$ cat src/rtl/hazard_forward_unit.sv
// Hazard and forwarding control for one in-order core.
// Detects decode-stage RAW stalls, selects execute-stage forwarding paths,
// sequences multi-cycle branch flushes, freezes on data-memory wait, and
// keeps saturating stall/flush counters.
module hazard_forward_unit #(
    parameter int REG_W     = 5,
    parameter int NUM_SRC   = 2,
    parameter int FWD_EN    = 1,
    parameter int FLUSH_CYC = 1,
    parameter int CNT_W     = 16
) (
    input  logic                       CLK,
    input  logic                       nRST,
    input  logic [NUM_SRC*REG_W-1:0]   rsel_dec,
    input  logic [NUM_SRC-1:0]         rvld_dec,
    input  logic [NUM_SRC*REG_W-1:0]   rsel_ex,
    input  logic [REG_W-1:0]           wsel_ex,
    input  logic                       wen_ex,
    input  logic                       memread_ex,
    input  logic [REG_W-1:0]           wsel_mem,
    input  logic                       wen_mem,
    input  logic                       memread_mem,
    input  logic [REG_W-1:0]           wsel_wb,
    input  logic                       wen_wb,
    input  logic                       dmemreq,
    input  logic                       dhit,
    input  logic                       branch_taken,
    input  logic                       clr_cnt,
    output logic                       stall_fd,
    output logic                       stall_de,
    output logic                       bubble_ex,
    output logic                       freeze,
    output logic                       flush_fd,
    output logic                       flush_de,
    output logic [2*NUM_SRC-1:0]       fwd_sel,
    output logic [CNT_W-1:0]           stall_cnt,
    output logic [CNT_W-1:0]           flush_cnt
);

    typedef enum logic {
        IDLE  = 1'b0,
        FLUSH = 1'b1
    } state_t;

    localparam logic [2:0]       FLUSH_LOAD = 3'(FLUSH_CYC - 1);
    localparam logic [CNT_W-1:0] CNT_ONE    = {{(CNT_W-1){1'b0}}, 1'b1};
    localparam logic [CNT_W-1:0] CNT_MAX    = {CNT_W{1'b1}};
    localparam logic [REG_W-1:0] REG_ZERO   = {REG_W{1'b0}};

    state_t           state_q;
    logic [2:0]       fcnt_q;
    logic [CNT_W-1:0] stall_cnt_q, stall_cnt_d;
    logic [CNT_W-1:0] flush_cnt_q, flush_cnt_d;

    logic luh;
    logic accept;
    logic flush_active;
    logic hold_luh;

    // Decode-stage RAW detection; without forwarding every EX/MEM writer match stalls.
    always_comb begin
        luh = 1'b0;
        for (int i = 0; i < NUM_SRC; i++) begin
            if (rvld_dec[i] && (rsel_dec[i*REG_W +: REG_W] != REG_ZERO)) begin
                if (wen_ex && (wsel_ex == rsel_dec[i*REG_W +: REG_W]) &&
                    (memread_ex || (FWD_EN == 0))) begin
                    luh = 1'b1;
                end
                if ((FWD_EN == 0) && wen_mem && (wsel_mem == rsel_dec[i*REG_W +: REG_W])) begin
                    luh = 1'b1;
                end
            end
        end
    end

    // Per-source forwarding select: MEM (non-load) outranks WB, register 0 never forwards.
    always_comb begin
        fwd_sel = '0;
        if (FWD_EN != 0) begin
            for (int i = 0; i < NUM_SRC; i++) begin
                if ((rsel_ex[i*REG_W +: REG_W] != REG_ZERO) && wen_mem && !memread_mem &&
                    (wsel_mem == rsel_ex[i*REG_W +: REG_W])) begin
                    fwd_sel[2*i +: 2] = 2'b01;
                end else if ((rsel_ex[i*REG_W +: REG_W] != REG_ZERO) && wen_wb &&
                             (wsel_wb == rsel_ex[i*REG_W +: REG_W])) begin
                    fwd_sel[2*i +: 2] = 2'b10;
                end
            end
        end
    end

    // Control outputs with priority freeze > flush > load-use stall.
    always_comb begin
        freeze       = dmemreq & ~dhit;
        accept       = ~freeze & (state_q == IDLE) & branch_taken;
        flush_active = ~freeze & ((state_q == FLUSH) | accept);
        hold_luh     = ~freeze & ~flush_active & (state_q == IDLE) & luh;
        stall_fd     = freeze | hold_luh;
        stall_de     = freeze | hold_luh;
        bubble_ex    = hold_luh;
        flush_fd     = flush_active;
        flush_de     = flush_active;
    end

    // Flush sequencer: holds while frozen, ignores branches while already flushing.
    always_ff @(posedge CLK) begin
        if (!nRST) begin
            state_q <= IDLE;
            fcnt_q  <= 3'd0;
        end else if (!freeze) begin
            case (state_q)
                IDLE: begin
                    if (branch_taken && (FLUSH_CYC > 1)) begin
                        state_q <= FLUSH;
                        fcnt_q  <= FLUSH_LOAD;
                    end
                end
                FLUSH: begin
                    if (fcnt_q <= 3'd1) begin
                        state_q <= IDLE;
                        fcnt_q  <= 3'd0;
                    end else begin
                        fcnt_q  <= fcnt_q - 3'd1;
                    end
                end
                default: begin
                    state_q <= IDLE;
                    fcnt_q  <= 3'd0;
                end
            endcase
        end
    end

    // Saturating counter next-state; clear wins over increment.
    always_comb begin
        stall_cnt_d = stall_cnt_q;
        flush_cnt_d = flush_cnt_q;
        if (clr_cnt) begin
            stall_cnt_d = '0;
            flush_cnt_d = '0;
        end else begin
            if (stall_fd && (stall_cnt_q != CNT_MAX)) stall_cnt_d = stall_cnt_q + CNT_ONE;
            if (accept && (flush_cnt_q != CNT_MAX))   flush_cnt_d = flush_cnt_q + CNT_ONE;
        end
    end

    // Counter registers.
    always_ff @(posedge CLK) begin
        if (!nRST) begin
            stall_cnt_q <= '0;
            flush_cnt_q <= '0;
        end else begin
            stall_cnt_q <= stall_cnt_d;
            flush_cnt_q <= flush_cnt_d;
        end
    end

    assign stall_cnt = stall_cnt_q;
    assign flush_cnt = flush_cnt_q;

endmodule

$ cat config.mk
export PLATFORM = sky130hd
export DESIGN_NAME = hazard_forward_unit
export DESIGN_NICKNAME = d
export VERILOG_FILES = /design/src/rtl/hazard_forward_unit.sv
export SDC_FILE = /design/constraint.sdc
export NUM_CORES = 1
export LEC_CHECK = 0
export ABC_CLOCK_PERIOD_IN_PS = 2400
export BUFFER_PORTS_ARGS = -buffer_cell sky130_fd_sc_hd__buf_2
export CORE_AREA = 2 2 71 73
export CTS_BUF_LIST = sky130_fd_sc_hd__clkbuf_4
export CTS_CLUSTER_DIAMETER = 100
export DETAILED_ROUTE_END_ITERATION = 10
export DIE_AREA = 0 0 73 75
export PLACE_DENSITY_LB_ADDON = 0.08
export SLEW_MARGIN = 20
export SYNTH_ARGS = -nofsm -noshare
export SYNTH_HDL_FRONTEND = slang
export SYNTH_SLANG_ARGS = --single-unit
$ cat constraint.sdc
create_clock -name CLK -period 2.4 [get_ports CLK]
set_input_delay 0 -clock CLK [delete_from_list [all_inputs] [get_ports CLK]]
set_output_delay 0 -clock CLK [all_outputs]
set_load 0.05 [all_outputs]
Word level (Yosys, flattened, before mapping)
Index checks and enable logic that the tools add are counted.
{"block": "op_classes", "addsub": 3, "magnitude_cmp": 1, "eq_ne": 8, "n_mux": 11, "n_bitwise": 14, "reduce_logical": 25}
{"op": "$add 16x1->16 const B", "count": 2}
{"op": "$ne 16x16->1 const B", "count": 2}
{"op": "$eq 5x5->1", "count": 6}
{"op": "$reduce_bool 5->1", "count": 4}
{"op": "$logic_and 1x1->1", "count": 18}
{"op": "$mux 2", "count": 4}
{"op": "$and 1x1->1", "count": 7}
{"op": "$mux 1", "count": 6}
{"op": "$not 1->1", "count": 5}
{"op": "$le 3x1->1 const B", "count": 1}
{"op": "$mux 3", "count": 1}
{"op": "$sub 3x1->3 const B", "count": 1}
{"op": "$or 1x1->1", "count": 2}
{"op": "$reduce_and 2->1", "count": 1}
{"op": "$reduce_or 2->1", "count": 1}
{"op": "$logic_not 1->1", "count": 1}
{"block": "word_totals", "register_bits": 36, "inputBits": 48, "out_inout_bits": 42, "elab_cells": 66}

Depth between registers and ports, before layout
{"block": "depth", "ltp_word": 13, "ltp_mapped": 9}

Worst setup path before layout
Ideal clock, no wire load.
{"block": "synth_timing", "path_kind": "reg-to-output", "from": "register state_q", "to": "output bubble_ex", "t_arrival_ns": 2.693, "t_required_ns": 2.400, "path_slack_ns": -0.293, "path_stages_with_launch": 4, "cell_sequence": "dfxtp_1 -> buf_2 -> or4_4 -> o41ai_1"}
{"block": "synth_between", "elab_chain_len": 9}
{"element": "start: declaration", "line": "50", "rtl": "state_t state_q;"}
{"element": "start signal: assignment", "line": "108", "rtl": "state_q <= IDLE;"}
{"element": "start signal: assignment", "line": "114", "rtl": "state_q <= FLUSH;"}
{"element": "start signal: assignment", "line": "120", "rtl": "state_q <= IDLE;"}
{"element": "$not 1->1", "line": "95, 97"}
{"element": "$and 1x1->1 (2 in a row)", "line": "95", "rtl": "accept = ~freeze & (state_q == IDLE) & branch_taken;"}
{"element": "$or 1x1->1", "line": "96", "rtl": "flush_active = ~freeze & ((state_q == FLUSH) | accept);"}
{"element": "$and 1x1->1", "line": "96"}
{"element": "$not 1->1", "line": "97", "rtl": "hold_luh = ~freeze & ~flush_active & (state_q == IDLE) & luh;"}
{"element": "$and 1x1->1", "line": "97"}
{"element": "$and 1x1->1 (*) (2 in a row)", "line": "97"}
{"element": "end: declaration", "line": "31", "rtl": "output logic bubble_ex,"}
Every way passes the cells marked *; elsewhere a longest branch is shown, timed or not.

Worst setup path after layout
{"block": "layout_timing", "from": "register state_q", "to": "register stall_cnt_q[15], in the netlist stall_cnt[15]"}
{"block": "layout_between", "elab_chain_len": 11}
{"element": "$not 1->1", "line": "95, 97"}
{"element": "$and 1x1->1 (2 in a row)", "line": "95"}
{"element": "$or 1x1->1", "line": "96"}
{"element": "$and 1x1->1", "line": "96"}
{"element": "$not 1->1", "line": "97"}
{"element": "$and 1x1->1", "line": "97"}
{"element": "$and 1x1->1 (*) (2 in a row)", "line": "97"}
{"element": "$or 1x1->1 (*)", "line": "98", "rtl": "stall_fd = freeze | hold_luh;"}
{"element": "$logic_and 1x1->1 (*)", "line": "142", "rtl": "if (stall_fd && (stall_cnt_q != CNT_MAX)) stall_cnt_d = stall_cnt_q + CNT_ONE;"}
{"element": "end signal: assignment", "line": "153", "rtl": "stall_cnt_q <= stall_cnt_d;"}
{"element": "end: declaration", "line": "52", "rtl": "logic [CNT_W-1:0] stall_cnt_q, stall_cnt_d;"}
Marked as above.
A chain may end at the register's enable or synchronous reset.

==> metrics.csv <==
stage,metric,value,unit
status,status,completed,
detailed_routing,drc,0,
setup_path,cp.arrival,2460,ps
setup_path,cp_slowest_cell,or4_4,
synthesis,synth_area_leaders,"dfxtp_1, xnor2_1, a21oi_1",
sta,timing_hold_violations_final,0,
sta,worst_pin_slew,694,ps
layout,fin_nets,430,
power_and_ir_drop,peakVddDrop,349,uV
floorplanning,die-area,5480,sq um
synthesis,ys_seq_elements,36,
cts,clkTransAtPathRegs,100,ps
layout,final_util,0.621,
setup_path,critPathMaxStageDelay,560,ps
setup_path,crit_type,flop to flop,
synthesis,syn_area_per_cell,8.01,sq um
detailed_routing,wire_per_inst,13.4,microns
layout,diodes,0,
global_routing,grt_max_degree,29,
cts,htreeDepth,2,
flow_run,maxCapViolations,0,
cts,clock-sinks,36,
min_path,hold_depth,3,
floorplanning,die_x,73,microns
global_routing,grt_pass1_vias,2110,
synthesis,yosys_warnings,0,
floorplanning,core,4660,sq um
cts,numCtsBuffers,5,
layout,fillers,426,
global_routing,grt_overflow,0,
setup_path,worstSetupStartpoint,state_q,
power_and_ir_drop,p_leak,1.13,nW
synthesis,synth_top_area_cell,dfxtp_1,
place,gp_congestion,0.838,
sta,min_period_over_period,0.915,
floorplanning,dieHeight,75,microns
layout,syn_to_final_growth,26.3,%
cts,cts_buffer_depth,2,
setup_path,crit_fanout,28,
sta,finClkSkew,16.9,ps
layout,drive_above_1_share,0.298,
detailed_routing,viasPerCell,5.50,
cts,clk_latency,350,ps
detailed_routing,routed_wirelength,5.80,mm
sta,tns,0,ps
floorplanning,start_util,0.492,
sta,maxSlewViolCount,0,
min_path,hold_path_class,primary input to flop,
cts,cts_setup_buffers,0,
detailed_routing,drtIter0Drc,48,
synthesis,synth_top_area_share,0.314,
synthesis,yosysSeqAreaShare,0.314,
setup_path,r2r_setup_slack,200,ps
setup_path,timing.rr.end,stall_cnt[15],
global_routing,grt_pass1_wl,9.38,mm
synthesis,synth_cell_types,43,
synthesis,netlist_instances,286,
global_routing,antenna_found_initial,0,
sta,finalSetupViolations,0,
cts,cts_tree,built,
sta,finalCriticalPeriod,2200,ps
global_routing,grtUsageTotal,0.214,
setup_path,path_cells,"or4_4, nor4_2, nor3_2, buf_12, or4_1, a21oi_1",
sta,slew_headroom,0.533,
floorplanning,num_rows,25,
power_and_ir_drop,powerDensity,391,nW/um^2
detailed_routing,drtPass1Iterations,4,
detailed_routing,drtAntennaViolNets,0,
synthesis,synthesis.area,2290,sq um
sta,timing.fmax,0.455,GHz
place,place_hpwl,4.45,mm
sta,grt_setup_unrepaired,no,
synthesis,syn_nets,338,
setup_path,cp-end-kind,flop,
setup_path,required,2660,ps
detailed_routing,num_vias,2381,
setup_path,start_kind,flop,
setup_path,worstReg2RegStart,state_q,
place,io_buffers,89,
setup_path,worstRegToRegCells,6,
cts,root_buffer,clkbuf_4,
floorplanning,ios,90,
setup_path,cp-endpoint,stall_cnt[15],
-- cell type report --
cell class | count | area [sq um] | area share
multi-input cells | 230 | 1500 | 0.518
flip-flops and latches | 36 | 721 | 0.249
repair buffers | 96 | 515 | 0.178
well taps | 54 | 67.6 | 0.0233
clock buffers | 7 | 52.6 | 0.0182
inverters | 9 | 36.3 | 0.0125
clock inverters | 1 | 3.75 | 0.00130
-- layer usage --
metal | wire (microns) | vias to the layer above | part of all wire | GRT usage
li1 | - | 1225 | - | -
met1 | 2800 | 1082 | 0.48 | 0.276
met3 | 343 | 8 | 0.059 | 0.0428
met2 | 2590 | 66 | 0.45 | 0.362
met4 | 68 | 0 | 0.012 | 0.0679
met5 | 0 | - | 0 | 0
-- cell usage after synthesis --
cell type,instances
a21oi_1,23
and2_1,2
and3_1,6
and4_1,2
and4b_1,1
buf_1,1
buf_2,2
buf_4,2
buf_6,1
clkbuf_1,5
dfxtp_1,36
ha_1,4
inv_1,7
inv_2,1
inv_4,1
mux2i_1,2
nand2_1,20
nand2b_1,3
nand2b_4,1
nand3_1,15
nand3b_1,1
nand4_1,14
nand4b_1,1
nor2_1,22
nor2b_1,5
nor3_1,9
nor3_2,1
nor3b_1,4
nor4_1,7
nor4_2,2
nor4b_1,3
o21a_1,1
o21ai_0,10
o21ai_1,1
o31a_1,1
o31ai_1,9
o41ai_1,2
or2_2,1
or3_1,7
or4_1,11
or4_4,1
xnor2_1,31
xor2_1,7
-- through the flow --
stage	instances	total power, mW	setup WS (ps)	cell area [sq um]	hold WS [ps]
finish	433	1.13	204	2900	10.8
floorplan	286	0.733	6.04	2310	123
CTS	433	1.14	194	2890	1.73
global placement	423	0.808	264	2820	298
detailed placement	423	0.810	220	2820	296
global route	433	1.18	94.4	2900	24.4
-- flip-flops by register name, indices dropped and copies added (netlist names) --
register and cells:
stall_cnt 16, flush_cnt 16, state_q 1, fcnt_q 3
-- cell usage in the layout (no fill, tap or decap), types with 5 or more instances in the layout --
cell type | synthesis | layout
a21oi_1 | 23 | 23
clkbuf_4 | 0 | 7
nor2_1 | 22 | 22
nand4_1 | 14 | 14
inv_1 | 7 | 7
or3_1 | 7 | 7
nor4_1 | 7 | 5
buf_2 | 2 | 89
dfxtp_1 | 36 | 36
xnor2_1 | 31 | 31
o31ai_1 | 9 | 9
nand2_1 | 20 | 20
xor2_1 | 7 | 7
nand3_1 | 15 | 15
and3_1 | 6 | 6
o21ai_0 | 10 | 10
or4_1 | 11 | 11
nor2b_1 | 5 | 5
nor3_1 | 9 | 9
-- cells by family (layout without fill, tap and decap cells) --
group                    after synthesis  in the layout  share of synthesized area
XOR/XNOR                              38             38                      0.145
multiplexers                           2              2                    0.00873
adder cells (fa/ha/maj)                4              4                     0.0218
AND/OR/NAND/NOR                      139            139                      0.350
flip-flops                            36             36                      0.314
AO/OA/AOI/OAI                         47             47                      0.118
buffers and inverters                 20            113                     0.0415
-- worst max-delay path, delay by kind of cell (launching register included) --
| kind | cells | cell delay (ps) |
|---|---|---|
| flops | 1 | 330 |
| simple gates | 4 | 1480 |
| buf+inv | 1 | 160 |
| compound gates | 1 | 140 |
-- timing repair --
item | 4_1_cts | 5_1_grt
endpoints found under the hold margin | 4 | 0
hold buffers | 2 | 0
resized for setup | 0 | 0
setup endpoints to repair | 0 | 0
-- report_power, final --
part | internal, mW | switching (mW)
combinational | 0.0834 | 0.114
clock | 0.135 | 0.197
sequential | 0.599 | 0.00197
-- worst min-delay path by stage --
stage	from	slack, ps	to
final	clr_cnt	10	stall_cnt[6]
after global routing	clr_cnt	20	stall_cnt[6]
after CTS	clr_cnt	2	stall_cnt[6]
after detailed placement	nRST	300	state_q
after global placement	nRST	300	state_q
after floorplan	nRST	120	state_q
(Power assumes the default switching activity.)
